## config.mk

```make
export PLATFORM = sky130hd
export DESIGN_NAME = btn_conditioner_flat
export DESIGN_NICKNAME = d
export VERILOG_FILES = /design/src/rtl/btn_pkg.sv /design/src/rtl/btn_conditioner_if.sv /design/src/rtl/btn_debounce_ch.sv /design/src/rtl/btn_conditioner.sv /design/src/flat_wrapper.sv
export SDC_FILE = /design/constraint.sdc
export NUM_CORES = 1
export LEC_CHECK = 0
export CAP_MARGIN = 20
export CORE_UTILIZATION = 25
export CTS_CLUSTER_DIAMETER = 60
export DETAILED_ROUTE_END_ITERATION = 16
export PLACE_DENSITY = 0.48
export SETUP_SLACK_MARGIN = 0.05
export SLEW_MARGIN = 20
export SYNTH_ARGS = -nofsm -noshare
export SYNTH_HDL_FRONTEND = slang
export SYNTH_SLANG_ARGS = --single-unit
```

## constraint.sdc

```tcl
create_clock -name clk -period 1.8 [get_ports clk]
set_input_delay 0.27 -clock clk [delete_from_list [all_inputs] [get_ports clk]]
set_output_delay 0.27 -clock clk [all_outputs]
set_load 0.05 [all_outputs]
```

## src/rtl/btn_pkg.sv

```systemverilog
// Shared types and constants for the pushbutton conditioner.
// Default timing assumes a 100 MHz system clock.
package btn_pkg;

    typedef enum logic [1:0] {
        S_IDLE       = 2'd0,
        S_WAIT_PRESS = 2'd1,
        S_HELD       = 2'd2,
        S_WAIT_REL   = 2'd3
    } btn_state_e;

    // Bit positions within the {right, left, down, up} button vector.
    localparam int unsigned BTN_UP    = 0;
    localparam int unsigned BTN_DOWN  = 1;
    localparam int unsigned BTN_LEFT  = 2;
    localparam int unsigned BTN_RIGHT = 3;

    localparam int unsigned N_BTN_DEF           = 4;
    localparam int unsigned DEBOUNCE_CYCLES_DEF = 1000000;
    localparam int unsigned REPEAT_DELAY_DEF    = 50000000;
    localparam int unsigned REPEAT_PERIOD_DEF   = 10000000;

    // Counter width able to hold 0 .. n-1, never narrower than one bit.
    function automatic int unsigned cnt_width(input int unsigned n);
        return (n < 2) ? 1 : $clog2(n);
    endfunction

endpackage

```

## src/rtl/btn_conditioner_if.sv

```systemverilog
// Button bundle between the board pins and the pixel stage.
// slave = the conditioner, master = whoever drives btn_raw and consumes the strobes.
interface btn_conditioner_if
    import btn_pkg::*;
#(
    parameter int unsigned N_BTN = N_BTN_DEF
);

    logic [N_BTN-1:0] btn_raw;
    logic [N_BTN-1:0] btn_level;
    logic [N_BTN-1:0] btn_press;
    logic [N_BTN-1:0] btn_release;

    modport master (
        output btn_raw,
        input  btn_level,
        input  btn_press,
        input  btn_release
    );

    modport slave (
        input  btn_raw,
        output btn_level,
        output btn_press,
        output btn_release
    );

endinterface

```

## src/rtl/btn_debounce_ch.sv

```systemverilog
// One button channel: 2-flop synchroniser, stability-count debounce FSM, press/release strobes.
// Define BTN_AUTOREPEAT_EN to add held-button auto-repeat on btn_press.
module btn_debounce_ch
    import btn_pkg::*;
#(
    parameter int unsigned DEBOUNCE_CYCLES = DEBOUNCE_CYCLES_DEF,
    parameter int unsigned REPEAT_DELAY    = REPEAT_DELAY_DEF,
    parameter int unsigned REPEAT_PERIOD   = REPEAT_PERIOD_DEF
) (
    input  logic clk,
    input  logic reset_n,
    input  logic btn_raw,
    output logic btn_level,
    output logic btn_press,
    output logic btn_release
);

    localparam int unsigned      CNT_W   = cnt_width(DEBOUNCE_CYCLES);
    localparam logic [CNT_W-1:0] CNT_MAX = CNT_W'(DEBOUNCE_CYCLES - 1);

    logic             sync_meta_q;
    logic             sync_q;
    btn_state_e       state_q, state_d;
    logic [CNT_W-1:0] cnt_q, cnt_d;
    logic             cnt_done;
    logic             level_q, level_d;
    logic             press_q, press_d;
    logic             release_q, release_d;
    logic             rpt_fire;

    always_ff @(posedge clk or negedge reset_n) begin
        if (!reset_n) begin
            sync_meta_q <= 1'b0;
            sync_q      <= 1'b0;
        end else begin
            sync_meta_q <= btn_raw;
            sync_q      <= sync_meta_q;
        end
    end

    // State register; the outputs are registered alongside it.
    always_ff @(posedge clk or negedge reset_n) begin
        if (!reset_n) begin
            state_q   <= S_IDLE;
            cnt_q     <= '0;
            level_q   <= 1'b0;
            press_q   <= 1'b0;
            release_q <= 1'b0;
        end else begin
            state_q   <= state_d;
            cnt_q     <= cnt_d;
            level_q   <= level_d;
            press_q   <= press_d;
            release_q <= release_d;
        end
    end

    assign cnt_done = (cnt_q == CNT_MAX);

    always_comb begin
        state_d = state_q;
        cnt_d   = cnt_q;
        unique case (state_q)
            S_IDLE: begin
                if (sync_q) begin
                    state_d = S_WAIT_PRESS;
                    cnt_d   = '0;
                end
            end
            S_WAIT_PRESS: begin
                if (!sync_q) begin
                    state_d = S_IDLE;
                end else if (cnt_done) begin
                    state_d = S_HELD;
                end else begin
                    cnt_d = cnt_q + CNT_W'(1);
                end
            end
            S_HELD: begin
                if (!sync_q) begin
                    state_d = S_WAIT_REL;
                    cnt_d   = '0;
                end
            end
            S_WAIT_REL: begin
                if (sync_q) begin
                    state_d = S_HELD;
                end else if (cnt_done) begin
                    state_d = S_IDLE;
                end else begin
                    cnt_d = cnt_q + CNT_W'(1);
                end
            end
            default: state_d = S_IDLE;
        endcase
    end

`ifdef BTN_AUTOREPEAT_EN
    localparam int unsigned RPT_SPAN = (REPEAT_DELAY > REPEAT_PERIOD) ? REPEAT_DELAY
                                                                      : REPEAT_PERIOD;
    localparam int unsigned      RPT_W          = cnt_width(RPT_SPAN);
    localparam logic [RPT_W-1:0] RPT_DELAY_MAX  = RPT_W'(REPEAT_DELAY - 1);
    localparam logic [RPT_W-1:0] RPT_PERIOD_MAX = RPT_W'(REPEAT_PERIOD - 1);

    logic [RPT_W-1:0] rpt_cnt_q, rpt_cnt_d;
    logic             rpt_armed_q, rpt_armed_d;

    always_ff @(posedge clk or negedge reset_n) begin
        if (!reset_n) begin
            rpt_cnt_q   <= '0;
            rpt_armed_q <= 1'b0;
        end else begin
            rpt_cnt_q   <= rpt_cnt_d;
            rpt_armed_q <= rpt_armed_d;
        end
    end

    // rpt_armed selects the initial delay versus the steady repeat period.
    always_comb begin
        rpt_cnt_d   = rpt_cnt_q;
        rpt_armed_d = rpt_armed_q;
        rpt_fire    = 1'b0;
        if (state_q == S_WAIT_PRESS && state_d == S_HELD) begin
            rpt_cnt_d   = '0;
            rpt_armed_d = 1'b0;
        end else if (state_q == S_HELD && state_d == S_HELD) begin
            if (rpt_cnt_q == (rpt_armed_q ? RPT_PERIOD_MAX : RPT_DELAY_MAX)) begin
                rpt_fire    = 1'b1;
                rpt_cnt_d   = '0;
                rpt_armed_d = 1'b1;
            end else begin
                rpt_cnt_d = rpt_cnt_q + RPT_W'(1);
            end
        end else if (state_q == S_IDLE) begin
            rpt_cnt_d   = '0;
            rpt_armed_d = 1'b0;
        end
    end
`else
    // Repeat timing is only consumed when auto-repeat is built in.
    localparam int unsigned unused_rpt_cfg = REPEAT_DELAY ^ REPEAT_PERIOD;
    assign rpt_fire = 1'b0;
`endif

    always_comb begin
        level_d   = (state_d == S_HELD) || (state_d == S_WAIT_REL);
        press_d   = ((state_q == S_WAIT_PRESS) && (state_d == S_HELD)) || rpt_fire;
        release_d = (state_q == S_WAIT_REL) && (state_d == S_IDLE);
    end

    assign btn_level   = level_q;
    assign btn_press   = press_q;
    assign btn_release = release_q;

endmodule

```

## src/rtl/btn_conditioner.sv

```systemverilog
// Conditions the raw pushbuttons into debounced levels plus one-cycle press/release strobes.
// Define BTN_AUTOREPEAT_EN to add held-button auto-repeat on btn_press.
module btn_conditioner
    import btn_pkg::*;
#(
    parameter int unsigned N_BTN           = N_BTN_DEF,
    parameter int unsigned DEBOUNCE_CYCLES = DEBOUNCE_CYCLES_DEF,
    parameter int unsigned REPEAT_DELAY    = REPEAT_DELAY_DEF,
    parameter int unsigned REPEAT_PERIOD   = REPEAT_PERIOD_DEF
) (
    input  logic            clk,
    input  logic            reset_n,
    btn_conditioner_if.slave bus
);

    // Channels are fully independent; simultaneous events appear in the same cycle.
    for (genvar i = 0; i < N_BTN; i++) begin : g_ch
        btn_debounce_ch #(
            .DEBOUNCE_CYCLES (DEBOUNCE_CYCLES),
            .REPEAT_DELAY    (REPEAT_DELAY),
            .REPEAT_PERIOD   (REPEAT_PERIOD)
        ) u_ch (
            .clk         (clk),
            .reset_n     (reset_n),
            .btn_raw     (bus.btn_raw[i]),
            .btn_level   (bus.btn_level[i]),
            .btn_press   (bus.btn_press[i]),
            .btn_release (bus.btn_release[i])
        );
    end

endmodule

```

## src/flat_wrapper.sv

```systemverilog
// flat-port wrapper written by rule: the top's interface ports become plain ports
module btn_conditioner_flat import btn_pkg::*;
#(
    parameter int unsigned N_BTN           = N_BTN_DEF,
    parameter int unsigned DEBOUNCE_CYCLES = DEBOUNCE_CYCLES_DEF,
    parameter int unsigned REPEAT_DELAY    = REPEAT_DELAY_DEF,
    parameter int unsigned REPEAT_PERIOD   = REPEAT_PERIOD_DEF
)
  (clk, reset_n, bus_btn_raw, bus_btn_level, bus_btn_press, bus_btn_release);
  btn_conditioner_if #(.N_BTN(N_BTN)) bus_i ();
  input  logic clk;
  input  logic reset_n;
  input wire logic [$bits(bus_i.btn_raw)-1:0] bus_btn_raw;
  output wire logic [$bits(bus_i.btn_level)-1:0] bus_btn_level;
  output wire logic [$bits(bus_i.btn_press)-1:0] bus_btn_press;
  output wire logic [$bits(bus_i.btn_release)-1:0] bus_btn_release;
  assign bus_i.btn_raw = bus_btn_raw;
  assign bus_btn_level = bus_i.btn_level;
  assign bus_btn_press = bus_i.btn_press;
  assign bus_btn_release = bus_i.btn_release;
  btn_conditioner #(.N_BTN(N_BTN), .DEBOUNCE_CYCLES(DEBOUNCE_CYCLES), .REPEAT_DELAY(REPEAT_DELAY), .REPEAT_PERIOD(REPEAT_PERIOD)) u_core (.clk(clk), .reset_n(reset_n), .bus(bus_i));
endmodule
```

==> impl_metrics.ini, run 1 <==
[min_path]
min_to = u_core.g_ch[0].u_ch.sync_meta_q
min_from = bus_btn_raw[0]
hold_depth = 1
holdCritPathClass = in2reg

[drt]
postRouteAntennaNets = 0
drc = 0
dr.pass1.iters = 5
vias = 4855
avgViaCountPerCell = 4.85
wirelength_um = 13900
wire_per_inst_um = 13.9
drt_iter0_markers = 216

[logic_synthesis]
synth.yosys.seq_area_share_pct = 47.1
syn_nets = 608
synthTopCellsByArea = dfrtp_1, nand2_1, mux2i_1
synth-compound-area-share_pct = 12.2
syn_area_per_cell_um2 = 9.60
ys_ff_latch = 108
synth_ff_type = dfrtp_1
muxShareOfSynthArea_pct = 5.58
synth_area_mm2 = 0.00574
synth_top_family_by_area = simple AND/OR/NAND/NOR gates
yosys_warnings = 0
synth_cell_types = 68
synthXorXnorAreaFrac_pct = 3.34
synth_top_area_share_pct = 47.1
synthArstFlopShare_pct = 100
synth-adder-area-share_pct = 0.872
synth_edf_count = 0
synth_area_leader_cell = dfrtp_1
netlist_instances = 598
synth-simple-area-share_pct = 26.7

[grt]
grt_start_max_net_pins = 46
antenna_found_initial = 0
grt_pass1_vias = 4710
overflow = 0
grt_usage_pct = 12.0
grt_pass1_wl_um = 23000

[cells_and_area]
layout_commonest_cell = buf_4
drive_gt1_share_pct = 31.8
diodes = 0
final_cell_mix = buf_4, dfrtp_1, nand2_1
area_growth_pct = 35.1
final_nets = 721

[clock_network]
path_clk_slew_ps = 80
cts_root_buf = clkbuf_16
cts_tree = done
numCtsBuffers = 9
clock_latency_ps = 360
cts_max_level = 3
cts.sinks = 108
cts.path.max_buffers = 2

[critical_path]
path_depth = 4
arrival_ps = 2020
cp_slowest_cell = or4_4
cp_top_family = simple AND/OR/NAND/NOR gates
slowest_delay_ps = 520
reg2reg_to = u_core.g_ch[3].u_ch.state_q[1]
required_ps = 2050
critPathMaxFanout = 3
timing.critical_path.from = u_core.g_ch[3].u_ch.cnt_q[13]
reg2regPathDepth = 4
cp_cell_sequence = nand2b_4, or3_1, or4_4, mux2_4
crit_type = reg2reg
cp_num_buf_inv = 0
ff2ff_setup_slack_ps = 30
worstReg2RegStart = u_core.g_ch[3].u_ch.cnt_q[13]
end_kind = register
start_kind = register

[floorplan]
die_w_um = 154
rows = 55
dieArea_mm2 = 0.0236
core-area_mm2 = 0.0226
initial_core_util_pct = 25.4
die_height_um = 154
ios = 18

[placement]
io_buffers = 17
place_hpwl_um = 9570
pre_cts_ws_ps = -28.1
gp_congestion = 0.790

[timing]
grt_setup_unrepaired = yes
whs_ps = 336
tightest_slew_ps = 502
worst_slack_ps = 34.4
finalCritPeriodShare_pct = 98.1
max_freq_mhz = 566
slew_headroom_pct = 66.7
clock_skew_ps = 9.83
min_period_ps = 1770
slew_viol_final = 0
hold_violations = 0
setup_viol = 0

[status]
outcome = finished clean

[power]
leakage_nw = 3.48
power.density_mw_per_mm2 = 659
max-vdd-ir-drop_mv = 0.493
power.total_mw = 5.11

[run]
cap_viol_max_count = 0
## worst reg2reg max path, delay by kind of cell, from the launching register on
kind / cells / cell delay, ps
flops: 1 / 380
mux: 1 / 310
simple gates: 3 / 960
## power by group
group          leakage (nW)  internal (mW)  switching, mW
logic                  1.87          0.224          0.268
registers              1.46           2.50         0.0887
clock network         0.146          0.993           1.03
total                  3.48           3.72           1.38
## registers in the layout, indices dropped and copies added, names as in the netlist
register	flops
u_core.g_ch.u_ch.cnt_q	80
u_core.g_ch.u_ch.btn_level	4
u_core.g_ch.u_ch.sync_q	4
u_core.g_ch.u_ch.btn_release	4
u_core.g_ch.u_ch.btn_press	4
u_core.g_ch.u_ch.state_q	8
u_core.g_ch.u_ch.sync_meta_q	4
## synth_stat cells (8+ instances only)
cell	number
xnor2_1	8
nand2_1	78
or3_1	8
buf_4	16
dfrtp_1	108
a22o_1	8
mux2i_1	23
and3_1	14
xor2_1	12
nor2_1	49
o21ai_0	44
nand4_1	17
nor3_1	10
nand3_1	38
inv_1	11
a21oi_1	11
clkbuf_1	12
nor4_1	12
## per-stage QoR
stage	cells	utilization (%)	setup TNS, ps	area (µm²)
finish	1001	34.4	0	7750
global route	1001	34.4	-403	7750
CTS	982	32.1	0	7240
detailed placement	958	30.3	-40.2	6830
global placement	958	30.3	0	6830
floorplan	598	-	0	5790
## cells by family after synthesis
| family | Yosys count |
|---|---|
| simple gates | 281 |
| flops | 108 |
| compound gates | 106 |
| buf+inv | 47 |
| mux | 31 |
| xor+xnor | 21 |
| fa+ha+maj | 4 |
## how the worst max path moves through the flow
stage                                      to  slack (ps)
2_1_floorplan   u_core.g_ch[3].u_ch.btn_level          10
3_3_place_gp    u_core.g_ch[0].u_ch.cnt_q[11]           6
3_5_place_dp   u_core.g_ch[1].u_ch.state_q[1]         -30
4_1_cts         u_core.g_ch[2].u_ch.cnt_q[12]          20
5_1_grt          u_core.g_ch[2].u_ch.cnt_q[3]         -50
6_report       u_core.g_ch[3].u_ch.state_q[1]          30
## area by class of cell
class	instances	area (µm²)
flip-flops and latches	108	2710
well taps	285	357
multi-input cells	443	3200
repair buffers	137	1130
inverters	12	50.0
clock inverters	7	77.6
fillers	2270	14800
clock buffers	9	225
## metal layers
layer  share of wire [%]  up-vias  GRT usage [%]
met4                 1.3        0           3.90
met1                  49     2393           15.9
li1                    -     2402              -
met3                 1.8        8           2.11
met2                  48       52           19.7
met5                   0        -              0
## repair_timing
item | 4_1_cts | 5_1_grt
hold buffers | 1 | 0
gates cloned | 0 | 1
pin swaps | 5 | 37
endpoints found under the setup margin | 46 | 75
setup buffers | 7 | 18
gates resized for setup | 24 | 95
endpoints found under the hold margin | 22 | 0
Power figures use the tool's default switching activity.
==> run 2, diff against run 1 <==
RECOVER_POWER = 100   (was not set)
==> impl_metrics.ini, run 2 (synthesis gave the netlist of run 1 again) <==
[cells_and_area]
fillers = 2272
regMostFlops = u_core.g_ch.u_ch.cnt_q
layout_commonest_cell = dfrtp_1
diodes = 0
fin_area_mm2 = 0.00772
top_regs = u_core.g_ch.u_ch.cnt_q: 80 flops, u_core.g_ch.u_ch.state_q: 8 flops
drive_gt1_share_pct = 31.7
largest_reg_flops = 80
area_growth_pct = 34.6
final_cell_mix = dfrtp_1, buf_4, nand2_1
final_nets = 721

[critical_path]
crit_end = u_core.g_ch[3].u_ch.state_q[1]
crit_type = reg2reg
cp_cell_sequence = nand2b_4, or3_1, or4_4, mux2_4
required_ps = 2060
end_kind = register
ff2ff_setup_slack_ps = 30
cp_top_family = simple AND/OR/NAND/NOR gates
start_kind = register
reg2regPathDepth = 4
slowest_delay_ps = 520
critPathMaxFanout = 3
cp_slowest_cell = or4_4
arrival_ps = 2020
reg2reg_to = u_core.g_ch[3].u_ch.state_q[1]
worstReg2RegStart = u_core.g_ch[3].u_ch.cnt_q[13]
timing.critical_path.from = u_core.g_ch[3].u_ch.cnt_q[13]
cp_num_buf_inv = 0
path_depth = 4

[grt]
antenna_found_initial = 0
grt_pass1_wl_um = 23000
overflow = 0
grt_start_max_net_pins = 46
grt_usage_pct = 12.0
grt_pass1_vias = 4710

[placement]
place_hpwl_um = 9570
pre_cts_ws_ps = -28.1
gp_congestion = 0.790
io_buffers = 17
dpl-instance-area_mm2 = 0.00683

[drt]
vias = 4849
avgViaCountPerCell = 4.84
drc = 0
postRouteAntennaNets = 0
wire_per_inst_um = 13.9
drt_iter0_markers = 232
wirelength_um = 14000
dr.pass1.iters = 5

[timing]
setup_viol = 0
worst_slack_ps = 34.8
tightest_slew_ps = 687
hold_violations = 0
slew_headroom_pct = 54.2
clock_skew_ps = 10.1
grt_setup_unrepaired = yes
min_period_ps = 1770
finalCritPeriodShare_pct = 98.1
slew_viol_final = 0
max_freq_mhz = 567

[floorplan]
die_height_um = 154
core-area_mm2 = 0.0226
dieArea_mm2 = 0.0236
initial_core_util_pct = 25.4
die_w_um = 154
ios = 18
rows = 55

[power]
pwr-share-seq_pct = 50.8
max-vdd-ir-drop_mv = 0.492
p_switching_mw = 1.39
leakage_nw = 3.47
power.total_mw = 5.10
power.density_mw_per_mm2 = 661
p_int_mw = 3.71
swShare_pct = 27.2
combPwrFrac_pct = 9.5
p_clk_share_pct = 39.7

[clock_network]
path_clk_slew_ps = 80
numCtsBuffers = 9
cts_tree = done
cts_root_buf = clkbuf_16
clock_latency_ps = 360
cts.sinks = 108
cts.path.max_buffers = 2
cts_max_level = 3

[status]
outcome = finished clean

[min_path]
holdCritPathClass = reg2reg

[run]
cap_viol_max_count = 0
==> run 2: cell count changes in the layout (fill, tap and decap cells not counted) <==
cell             previous run  this run
clkbuf_2                    0         4
clkdlybuf4s50_1             4         0
dlygate4sd3_1               1         5
buf_4                     102        99
buf_12                      2         1
xnor2_1                     7         8
xnor2_2                     1         0
==> run 2: how the worst min path moves through the flow <==
stage	startpoint	endpoint	slack, ps	depth (start not counted)
CTS	bus_btn_raw[0]	u_core.g_ch[0].u_ch.sync_meta_q	320	1
finish	u_core.g_ch[1].u_ch.sync_meta_q	u_core.g_ch[1].u_ch.sync_q	350	0
global placement	reset_n	u_core.g_ch[2].u_ch.cnt_q[18]	220	1
global route	u_core.g_ch[2].u_ch.sync_meta_q	u_core.g_ch[2].u_ch.sync_q	370	0
floorplan	reset_n	u_core.g_ch[0].u_ch.btn_level	-30	0
detailed placement	reset_n	u_core.g_ch[2].u_ch.cnt_q[18]	220	1
==> run 2: what timing repair did <==
action,4_1_cts,5_1_grt
setup endpoints to repair,46,75
endpoints found under the hold margin,22,0
buffers inserted,7,18
gates cloned,0,1
resized for setup,24,95
hold buffers,1,0
pin swaps,5,37
==> run 2: final cells by class <==
type | instances | area, µm² | share of cell area (%)
clock buffer | 9 | 225 | 2.92
inverter | 12 | 50.0 | 0.648
timing repair buffer | 137 | 1110 | 14.4
sequential | 108 | 2710 | 35.1
clock inverter | 7 | 77.6 | 1.00
multi-input combinational | 443 | 3190 | 41.3
tap | 285 | 357 | 4.62
==> run 2: metrics by stage <==
stage	hold slack, ps	util (%)	TNS, ps	instances
floorplan	-25.6	-	0	598
global placement	219	30.3	0	958
detailed placement	217	30.3	-40.2	958
CTS	318	32.1	0	982
global route	372	34.2	-571	1001
finish	353	34.2	0	1001
==> run 2: power by group through the flow <==
stage	clock network, mW	registers, mW	logic, mW
after floorplan	0	2.64	0.193
after global placement	0	2.63	0.440
after detailed placement	0	2.63	0.451
after CTS	2.11	2.59	0.456
after global routing	2.20	2.61	0.546
final	2.03	2.59	0.483
==> run 2: metal layers <==
metal / vias up / wire, µm / global-route usage [%]
met5: - / 0 / 0
li1: 2399 / - / -
met2: 54 / 6620 / 19.7
met1: 2388 / 6900 / 15.9
met3: 8 / 251 / 2.11
met4: 0 / 180 / 3.90
==> run 2: worst register-to-register path, stage by stage, from the launching register on <==
cell	delay, ps
dfrtp_1	380
nand2b_4	140
or3_1	300
or4_4	520
mux2_4	310
